**src/rtl/reg128_write_arb.sv**
```systemverilog
// rtl/reg128_write_arb.sv - two-requester write arbiter for a 128-bit register with init reload
// Requester 1 may lock the write port for a burst; init reload waits for the burst to finish.
module reg128_write_arb #(
  parameter logic [127:0] INIT_VALUE = 128'h0
) (
  input  logic         clk,
  input  logic         areset_n,
  input  logic         req0_valid,
  input  logic [127:0] req0_data,
  output logic         req0_ready,
  input  logic         req1_valid,
  input  logic [127:0] req1_data,
  input  logic [3:0]   req1_burst,
  output logic         req1_ready,
  input  logic         init_req,
  output logic         reg_aload,
  output logic [127:0] reg_adata,
  output logic         reg_we,
  output logic [127:0] reg_wdata,
  output logic         busy,
  output logic         last_grant
);

  typedef enum logic [1:0] {
    ST_INIT,
    ST_IDLE,
    ST_BURST
  } state_t;

  state_t         state_q;
  logic           rr_ptr_q;
  logic [3:0]     beat_cnt_q;
  logic           reg_aload_q;
  logic           reg_we_q;
  logic [127:0]   reg_wdata_q;
  logic           last_grant_q;
  logic           accept0;
  logic           accept1;

  // Ready is combinational so a beat can be taken in the cycle it is offered.
  always_comb begin
    req0_ready = 1'b0;
    req1_ready = 1'b0;
    case (state_q)
      ST_IDLE: begin
        if (!init_req) begin
          if (req0_valid && req1_valid) begin
            req0_ready = !rr_ptr_q;
            req1_ready = rr_ptr_q;
          end else begin
            req0_ready = req0_valid;
            req1_ready = req1_valid;
          end
        end
      end
      ST_BURST: req1_ready = 1'b1;
      default: ;
    endcase
  end

  assign accept0 = req0_valid && req0_ready;
  assign accept1 = req1_valid && req1_ready;

  always_ff @(posedge clk or negedge areset_n) begin
    if (!areset_n) begin
      state_q      <= ST_INIT;
      rr_ptr_q     <= 1'b0;
      beat_cnt_q   <= 4'd0;
      reg_aload_q  <= 1'b0;
      reg_we_q     <= 1'b0;
      reg_wdata_q  <= 128'h0;
      last_grant_q <= 1'b0;
    end else begin
      reg_aload_q <= (state_q == ST_INIT);
      reg_we_q    <= accept0 || accept1;
      if (accept0) begin
        reg_wdata_q  <= req0_data;
        last_grant_q <= 1'b0;
      end else if (accept1) begin
        reg_wdata_q  <= req1_data;
        last_grant_q <= 1'b1;
      end
      case (state_q)
        ST_INIT: state_q <= ST_IDLE;
        ST_IDLE: begin
          if (init_req) begin
            state_q <= ST_INIT;
          end else begin
            if (accept0) rr_ptr_q <= 1'b1;
            if (accept1) begin
              rr_ptr_q <= 1'b0;
              if (req1_burst != 4'd0) begin
                state_q    <= ST_BURST;
                beat_cnt_q <= req1_burst;
              end
            end
          end
        end
        ST_BURST: begin
          // The counter is at least 1 here, so it stops at 0 on the final beat.
          if (accept1) begin
            beat_cnt_q <= beat_cnt_q - 4'd1;
            if (beat_cnt_q == 4'd1) begin
              state_q  <= ST_IDLE;
              rr_ptr_q <= 1'b0;
            end
          end
        end
        default: state_q <= ST_INIT;
      endcase
    end
  end

  assign reg_aload  = reg_aload_q;
  assign reg_adata  = INIT_VALUE;
  assign reg_we     = reg_we_q;
  assign reg_wdata  = reg_wdata_q;
  assign busy       = (state_q != ST_IDLE);
  assign last_grant = last_grant_q;

endmodule

```
**config.mk**
```make
export PLATFORM = sky130hd
export DESIGN_NAME = reg128_write_arb
export DESIGN_NICKNAME = d
export VERILOG_FILES = /design/src/rtl/reg128_write_arb.sv
export SDC_FILE = /design/constraint.sdc
export NUM_CORES = 1
export LEC_CHECK = 0
export CORE_AREA = 2 2 205 207
export CTS_CLUSTER_DIAMETER = 40
export CTS_CLUSTER_SIZE = 12
export DETAILED_ROUTE_END_ITERATION = 10
export DIE_AREA = 0 0 207 209
export HOLD_SLACK_MARGIN = 0.12
export SLEW_MARGIN = 20
export SYNTH_ARGS = -nofsm -noshare
export SYNTH_HDL_FRONTEND = slang
export SYNTH_SLANG_ARGS = --single-unit
export TNS_END_PERCENT = 1
```
**constraint.sdc**
```tcl
create_clock -name clk -period 3.9 [get_ports clk]
set_clock_uncertainty 0.05 [all_clocks]
set_input_delay 0.78 -clock clk [delete_from_list [all_inputs] [get_ports clk]]
set_output_delay 0.78 -clock clk [all_outputs]
set_load 0.01 [all_outputs]
```
==> results.sh <==
export IMPL_synth_cells=621
export IMPL_fin_setup_tns_ps=0
export IMPL_timing_rr_start="state_q[0]"
export IMPL_drc=0
export IMPL_postCtsSetupRepairBufs=0
export IMPL_chipHeight_um=209
export IMPL_met1_length_um=9220
export IMPL_crit_path_start="req1_valid"
export IMPL_ys_seq_elements=138
export IMPL_htreeDepth=4
export IMPL_hold_class="primary input to async pin"
export IMPL_fillers=4147
export IMPL_core_um2=41290
export IMPL_pre_cts_slack_ps=729.3
export IMPL_cellLeakagePower_nw=6.062
export IMPL_dr_pass1_iters=6
export IMPL_grt_pass1_wl_um=35220
export IMPL_grt_overflow=0
export IMPL_crit_type="primary input to primary output"
export IMPL_rows=75
export IMPL_clock_fmax_mhz=316.4
export IMPL_cellPowerDensity_nw_per_um2=631.7
export IMPL_layout_drive_gt1_share_pct=29.71
export IMPL_die_width_um=207
export IMPL_synth_area_leaders="dfrtp_1 (39%), mux2_4 (34%), buf_4 (12%), mux2_2 (7.1%), buf_12 (2.5%)"
export IMPL_root_buffer="clkbuf_16"
export IMPL_clk_path_buf_depth=2
export IMPL_routabilityCongestion=0.7373
export IMPL_crit_fanout=7
export IMPL_yosys_warnings=0
export IMPL_first_iter_violations=113
export IMPL_ir_drop_uv=228.6
export IMPL_via_per_inst=3.688
export IMPL_ctsHoldBuffers=0
export IMPL_wl_met2_um=11900
export IMPL_yosysTopAreaCell="dfrtp_1"
export IMPL_worst_pin_slew_ps=606.9
export IMPL_arrival_ps=2330
export IMPL_relSlewSlack_pct=59.54
export IMPL_finalWirelength_um=22900
export IMPL_ff2ff_setup_slack_ps=1330
export IMPL_ys_types=44
export IMPL_grt_pass1_vias=6099
export IMPL_status="completed"
export IMPL_synthDominantCellAreaShare_pct=38.99
export IMPL_routed_wl_met3_um=1437
export IMPL_io_buffers=398
export IMPL_synth_seq_area_share_pct=38.99
export IMPL_diodes=0
export IMPL_vias=5787
export IMPL_maxSlewViolCount=0
export IMPL_synth_edf_count=0
export IMPL_post_drt_wl_per_cell_um=14.59
export IMPL_top_layer_used="met4"
export IMPL_syn2layout_area_growth_pct=51.88
export IMPL_numCtsBuffers=17
export IMPL_antenna_found_initial=0
export IMPL_ant_nets=0
export IMPL_insertion_delay_ps=430
export IMPL_netlist_area_um2=8856
export IMPL_cp_required_ps=3070
export IMPL_cts_tree="built"
export IMPL_hold_viol_final=0
export IMPL_finalCriticalPeriod_ps=3161
export IMPL_track_usage_pct=10.51
export IMPL_synth_flop_cell="dfrtp_1"
export IMPL_setup_ws_ps=739.2
export IMPL_finalCritPeriodShare_pct=81.05
export IMPL_placedCellCount=1537
export IMPL_rsz0062_at_grt="false"
export IMPL_maxCapViolCount=0
export IMPL_grt_max_degree=70
export IMPL_path_clk_slew_ps=60
export IMPL_initial_core_util_pct=21.45
export IMPL_cts_sink_count=138
export IMPL_avgSynthCellArea_um2=14.26
export IMPL_layout_nets=1288
export IMPL_ios=527
export IMPL_start_kind="primary input"
export IMPL_setup_viol=0
export IMPL_hpwl_um=17540
export IMPL_fin_cells=1569
export IMPL_cts_resized_gates=0
export IMPL_fp_dieArea_um2=43260
export IMPL_synth_async_reset_ratio_pct=100.0
export IMPL_crit_path_end_kind="primary output"
==> cell families (layout without fill, tap and decap cells) <==
family,after synthesis,count (layout),synth area share [%]
adders and majority gates,6,6,0.8477
AOI/OAI and AO/OA,28,28,2.275
buffers and inverters,167,449,15.22
other,1,128,0.04234
and+or+nand+nor,25,25,1.597
muxes,256,256,41.03
DFF,138,138,38.99
==> where the power goes <==
part	internal, mW	total (mW)	switching, mW
logic	2.74	4.23	1.49
clock network	1.01	1.67	0.668
registers	2.16	2.59	0.426
==> critical path, cell delays in order <==
cell and delay [ps]:
clkdlybuf4s50_1 520, a21boi_2 330, nand2_8 90, inv_1 70, clkdlybuf4s50_1 530
==> cells in the final DEF (no fill, tap or decap), types with 2 or more instances in the layout <==
cell type and n:
nand2b_1 2, nor3_1 2, nand2_1 4, nor2_1 6
mux2_4 200, clkinv_2 2, clkbuf_16 17, inv_1 9
ha_1 6, o21ai_0 2, clkinvlp_4 5, buf_4 4
buf_12 6, a21o_1 2, a21oi_1 6, clkinv_4 3
conb_1 128, clkdlybuf4s50_1 397, mux2_2 56, a31oi_1 4
bufinv_16 3, dfrtp_1 138
==> layer usage <==
metal	vias up	track usage [%]
li1	2706	-
met1	2782	11.94
met2	283	18.47
met3	16	2.991
met4	0	4.360
met5	-	0
==> flip-flops by register name (all words and copies together), names as in the netlist <==
signal,cells
reg_aload,1
beat_cnt_q,4
rr_ptr_q,1
reg_we,1
last_grant,1
state_q,2
reg_wdata,128
==> final timing paths <==
kind | end | cells past startpoint
worst min-delay path | reg_wdata[109] | 1
worst max-delay path | req0_ready | 5
min in group clk | reg_wdata[72] | 1
max in group asynchronous | reg_wdata[90] | 2
worst max register to register | reg_wdata[105] | 7
worst min register to register | reg_wdata[72] | 1
==> layout make-up <==
| cell class | instances | area, um2 | area share, % |
|---|---|---|---|
| clock inverters | 14 | 172.7 | 1.284 |
| flip-flops and latches | 138 | 3453 | 25.67 |
| inverters | 9 | 33.78 | 0.2512 |
| multi-input cells | 443 | 4552 | 33.84 |
| well taps | 539 | 674.4 | 5.014 |
| clock buffers | 18 | 429.2 | 3.191 |
| repair buffers | 408 | 4135 | 30.74 |
==> through the flow <==
stage	cell area [um2]	utilization [%]	hold WS, ps	power (mW)
2_1_floorplan	9333	-	434.4	4.887
3_3_place_gp	12850	31.12	439.6	6.831
3_5_place_dp	12850	31.12	440.6	6.895
4_1_cts	13450	32.58	145.2	8.668
5_1_grt	13450	32.58	157.3	8.996
6_report	13450	32.58	173.3	8.496
==> synthesized netlist by cell type (2+ instances only) <==
cell type,number
inv_1,9
dfrtp_1,138
a21o_1,2
clkbuf_1,2
o21ai_0,2
nand2_1,4
mux2_2,56
buf_6,2
nand2b_1,2
nor3_1,2
buf_2,4
buf_4,139
a31oi_1,4
ha_1,6
buf_12,11
mux2_4,200
a21oi_1,6
nor2_1,6
Power figures use the tool's default switching activity.
